===== config.mk =====
export PLATFORM = sky130hd
export DESIGN_NAME = imem_cache
export DESIGN_NICKNAME = d
export VERILOG_FILES = /design/src/rtl/imem_cache.sv
export SDC_FILE = /design/constraint.sdc
export NUM_CORES = 2
export LEC_CHECK = 0
export ABC_AREA = 0
export BUFFER_PORTS_ARGS = -buffer_cell sky130_fd_sc_hd__buf_2
export CAP_MARGIN = 0
export CORE_ASPECT_RATIO = 1.2
export CORE_MARGIN = 10
export CORE_UTILIZATION = 50
export DETAILED_ROUTE_END_ITERATION = 7
export MAX_ROUTING_LAYER = met4
export PLACE_DENSITY = 0.65
export SETUP_SLACK_MARGIN = 0.02
export SLEW_MARGIN = 20
export SYNTH_ARGS = -nofsm -noshare
export SYNTH_HDL_FRONTEND = slang
export SYNTH_SLANG_ARGS = --single-unit

===== constraint.sdc =====
create_clock -name clk -period 19.3 [get_ports clk]
set_clock_uncertainty 0.1 [all_clocks]
set_input_delay 5.79 -clock clk [delete_from_list [all_inputs] [get_ports clk]]
set_output_delay 5.79 -clock clk [all_outputs]
set_load 0.01 [all_outputs]

===== src/rtl/imem_cache.sv =====
// imem_cache: direct-mapped instruction cache with same-cycle hits and req/ack line refill
// Ports: clk/rst (rising edge, sync active-high reset)
//   fetch : iaddr/ireq in; idata/ivalid/stall out (stall = ireq & !ivalid)
//   flush : invalidates every line at the clock edge
//   memory: mem_req/mem_addr out; mem_ack/mem_rdata in (one word per ack)
//   miss_count: saturating count of refills started
module imem_cache #(
    parameter int LINE_WORDS = 4,
    parameter int NUM_LINES  = 16
) (
    input  logic        clk,
    input  logic        rst,
    input  logic [31:0] iaddr,
    input  logic        ireq,
    output logic [31:0] idata,
    output logic        ivalid,
    output logic        stall,
    input  logic        flush,
    output logic        mem_req,
    output logic [31:0] mem_addr,
    input  logic        mem_ack,
    input  logic [31:0] mem_rdata,
    output logic [15:0] miss_count
);
    localparam int OFF_W = $clog2(LINE_WORDS);
    localparam int IDX_W = $clog2(NUM_LINES);
    localparam int TAG_W = 30 - OFF_W - IDX_W;

    typedef enum logic {IDLE, REFILL} state_t;
    state_t state, state_nx;

    logic [OFF_W-1:0]  off, cnt;
    logic [IDX_W-1:0]  idx;
    logic [TAG_W-1:0]  tag;
    // Line address of the refill in progress: {tag, index}
    logic [29-OFF_W:0] base;
    logic              discard;
    logic [NUM_LINES-1:0] valid;
    logic [TAG_W-1:0]  tags [NUM_LINES];
    logic [31:0]       data [NUM_LINES*LINE_WORDS];
    logic              hit, start, accept, last;
    logic              unused_bits;

    assign off         = iaddr[OFF_W+1:2];
    assign idx         = iaddr[OFF_W+IDX_W+1:OFF_W+2];
    assign tag         = iaddr[31:OFF_W+IDX_W+2];
    assign unused_bits = ^iaddr[1:0];
    assign hit         = valid[idx] && tags[idx] == tag;
    assign accept      = state == REFILL && mem_ack;
    assign last        = cnt == OFF_W'(LINE_WORDS - 1);
    assign idata       = data[{idx, off}];
    assign stall       = ireq && !ivalid;

    always_ff @(posedge clk) begin
        state <= rst ? IDLE : state_nx;
    end

    // flush outranks a miss in IDLE: no refill starts and the hit is suppressed
    always_comb begin
        state_nx = state;
        start    = 1'b0;
        ivalid   = 1'b0;
        mem_req  = 1'b0;
        mem_addr = '0;
        if (state == IDLE) begin
            ivalid   = ireq && hit && !flush;
            start    = ireq && !hit && !flush;
            state_nx = start ? REFILL : IDLE;
        end else begin
            mem_req  = 1'b1;
            mem_addr = {base, cnt, 2'b00};
            state_nx = mem_ack && last ? IDLE : REFILL;
        end
    end

    always_ff @(posedge clk) begin
        if (rst) begin
            cnt        <= '0;
            discard    <= 1'b0;
            valid      <= '0;
            miss_count <= '0;
            base       <= '0;
        end else begin
            if (start) begin
                base       <= iaddr[31:OFF_W+2];
                cnt        <= '0;
                discard    <= 1'b0;
                miss_count <= miss_count + 16'(miss_count != 16'hFFFF);
            end
            if (accept) cnt <= cnt + OFF_W'(1);
            if (state == REFILL && flush) discard <= 1'b1;
            // A flush on the final ack also leaves the line invalid
            if (flush) valid <= '0;
            else if (accept && last && !discard) valid[base[IDX_W-1:0]] <= 1'b1;
        end
    end

    always_ff @(posedge clk) begin
        if (accept) data[{base[IDX_W-1:0], cnt}] <= mem_rdata;
        if (accept && last) tags[base[IDX_W-1:0]] <= base[29-OFF_W:IDX_W];
    end
endmodule


==> impl_results.md <==
* Status: finished, final reports clean
* Crit start category: input pin
* Syn_area_per_cell at 23.56 um2
* Die Y at 500.4 um
* Initial antenna violation count at 9
* Post-synthesis cell type count at 68
* Initial DRC count at 5390
* Setup violations, final at 0
* H-tree levels at 4
* Vias in the first global route at 45470
* Placed insts at 6600
* Drt wl/cell at 33.27 um
* PD cells at 101.4 mW/mm2
* Period minus WS final at 15640 ps
* Clk pwr share at 0.411
* Final Slew Violations at 0
* GRT Total Usage at 0.2305
* Setup Fix Bufs, Post-CTS at 0
* Placer congestion estimate at 0.7994
* Synth area leaders: edfxtp_1 76%, mux4_2 17%, dfxtp_1 1.3%
* Fillers at 13870
* Delay-heaviest family, CP: simple AND/OR/NAND/NOR gates
* Core area at 0.1916 mm2
* Req. time, crit path at 13410 ps
* Synthesis-to-finish area growth at 12.55%
* Final core utilization at 0.5649
* Post-synthesis cell area at 0.09617 mm2
* Simple-gate portion of the synthesized area at 0.01857
* Final instance area at 0.1082 mm2
* RSZ-0062 raised after global routing: no
* Asr flop ratio synth at 0
* Post-Route WL at 234.4 mm
* Ys Warns at 0
* Pin count of the biggest net entering global routing at 124
* Top_reg_cell synth: edfxtp_1
* Main combinational cell family by area after synthesis: multiplexers
* Sequential-to-total area share from yosys stat at 0.7727
* Peak VDD IR at 0.09176 mV
* Layout cells sized above 1 at 0.3223
* Die area at 0.2103 mm2
* Dpl hpwl at 120.9 mm
* Mapped Cells at 4082
* Net Sw Power at 2.307 mW
* CP Max Fanout at 90
* Reg2reg end: data[34][12]
* Bufs on Longest Clock Path at 3
* Register-to-register setup slack at 15070 ps
* Adder-cell share of the synthesized area at 0.0003903
* Post-route ant nets at 0
* TNS Setup at 0 ps
* CTS tree: built
* Worst slew pin tran at 1157 ps
* Worst Hold Path Cells at 2
* Fmax at 63.93 MHz
* Worst path arrival time at 9750 ps
* Slowest cell delay on critical path at 750 ps
* Complex-gate fraction of the synthesized area at 0.009537
* Rel. slew slack at 0.2289
* Max-cap violation count at 0
* Grt ovf at 0
* CTS resizes at 0
* Reg power frac at 0.544
* Register clock-pin slew on the reported worst setup and hold paths at 60 ps
* Number of synthesized register bits at 2496
* I/O pins at 152
* Cell area after placement at 0.1005 mm2
* Nets at 4418
* First-pass GRT wire length at 335.9 mm
* CP max-delay cell: buf_4
* Clock root buffer: clkbuf_16
* Worst flop-to-flop path startpoint: state
* Leak at 33.76 nW
* Initial Utilization at 0.5020
* Worst Hold Endpoint: valid[5]
* Fin cells at 7046
* Drt pass-1 iters at 6
* Die width at 420.3 um
* CTS Buf Count at 229
* Port-buffer cells at 147
* R2R depth at 5
* Comb pwr share at 0.045
* Final worst path period share at 0.8105
* Via count at 44760
* Worst path bufs/invs at 3
* Post-Synth XOR/XNOR Area at 0.002095
* Largest area contributor in the netlist: edfxtp_1
* Clock Latency Late Sink at 870 ps
* Crit Path Category: in2out
* Final-report hold violation count at 0
* Hold wc startpoint: valid[5]
* Hold Buf Count CTS at 0
* Int Pwr at 8.663 mW
* Vias per Instance at 6.352
* Post-synth top area share at 0.7594
* Post-synth EDFFs at 2432
* Critical-path cell list: buf_8, buf_4, mux4_1, mux2_2, or4b_1, nand4_1, o2111ai_1, nor4_1, and2_2, a21boi_0, buf_2
* DRC at 0
* Hold crit path type: reg2reg
* Sw Share at 0.2103
* Mux cell area share after synthesis at 0.1856
* CTS Sinks at 2496
* Rows at 176
* CP endpoint kind: primary output
-- cell type report --
class	instances	area [um2]	share of cell area
clock inverter	153	1498	0.01384
antenna	6	15.01	0.0001387
sequential	2496	74310	0.6866
clock buffer	280	6026	0.05568
multi-input combinational	1357	21400	0.1977
timing repair buffer	260	1854	0.01713
inverter	2	7.507	0.00006936
tap	2492	3118	0.02881
-- per-layer routing --
layer  routed length, um  up-vias  GRT usage
li1                    -    18030          -
met2              117600     1937     0.3683
met1               91780    24440     0.3091
met4                7375        0    0.07143
met5                   0        -          -
met3               17590      346    0.03479
-- through the flow --
stage	total power [mW]	setup WS, ps	hold slack, ps
5_1_grt	11.28	3345	391.5
2_1_floorplan	6.370	4770	328.4
6_report	10.97	3658	368.4
3_5_place_dp	6.582	3598	351.1
4_1_cts	11.04	3585	366.3
3_3_place_gp	6.573	3653	342.1
-- worst reg2reg max path: stages (launching register included) --
cell and delay [ps]:
dfxtp_2 730, nand2_1 190, nor2_1 530, nand2_1 690, nor2_4 950, buf_4 570
-- cell usage in the layout (no fill, tap or decap), drive strengths merged, types with 37 or more instances in the layout --
cell and n:
dfxtp 64, edfxtp 2432, mux2 37, clkinv 113, clkbuf 280, nor2 114
mux2i 66, and2 38, a21oi 62, mux4 744, o21ai 51, buf 260
nand2 38
-- synthesized netlist by cell type, types with 5 or more instances --
cell type	count
mux4_2	742
buf_6	7
mux2_2	35
xnor2_1	17
and2_1	38
nor2b_1	9
nor4b_1	6
nand2b_1	5
and4_1	5
nand2_1	38
nand3_1	9
dfxtp_1	64
or4_1	8
nand3b_1	36
edfxtp_1	2432
mux2i_1	66
and3_1	5
nand4_1	11
a21oi_1	61
nor3_1	7
o21ai_0	36
nand4b_1	7
o31ai_1	8
o22ai_1	10
buf_1	47
nor2_1	113
o21ai_1	15
buf_2	30
clkbuf_1	129
buf_4	9
xor2_1	6
-- how the worst max path moves through the flow --
stage / endpoint / slack, ps / cells past startpoint / from
5_1_grt: stall / 3350 / 11 / iaddr[5]
3_5_place_dp: stall / 3600 / 11 / iaddr[5]
4_1_cts: stall / 3580 / 11 / iaddr[5]
3_3_place_gp: stall / 3650 / 11 / iaddr[5]
2_1_floorplan: idata[23] / 4770 / 8 / iaddr[2]
6_report: stall / 3660 / 11 / iaddr[5]
-- power by group through the flow --
stage / combinational, mW / clock [mW] / sequential, mW
after global placement: 0.495 / 0 / 6.08
after global routing: 0.527 / 4.79 / 5.96
after floorplan: 0.299 / 0 / 6.07
after CTS: 0.503 / 4.57 / 5.96
after detailed placement: 0.502 / 0 / 6.08
final: 0.497 / 4.51 / 5.96
-- flip-flops by register name, summed over array words and instances, names as in the netlist --
register and cells:
miss_count 16, cnt 2, base 28, tags 384, valid 16, state 1
data 2048, discard 1
-- cell families (layout without fill, tap and decap cells) --
kind of cell / Yosys count / after routing
AOI/OAI and AO/OA: 158 / 158
muxes: 847 / 847
buffers and inverters: 230 / 695
and+or+nand+nor: 324 / 324
DFF: 2496 / 2496
adders and majority gates: 3 / 3
xor gates and xnor gates: 23 / 23
other: 1 / 8
(Power assumes the default switching activity.)
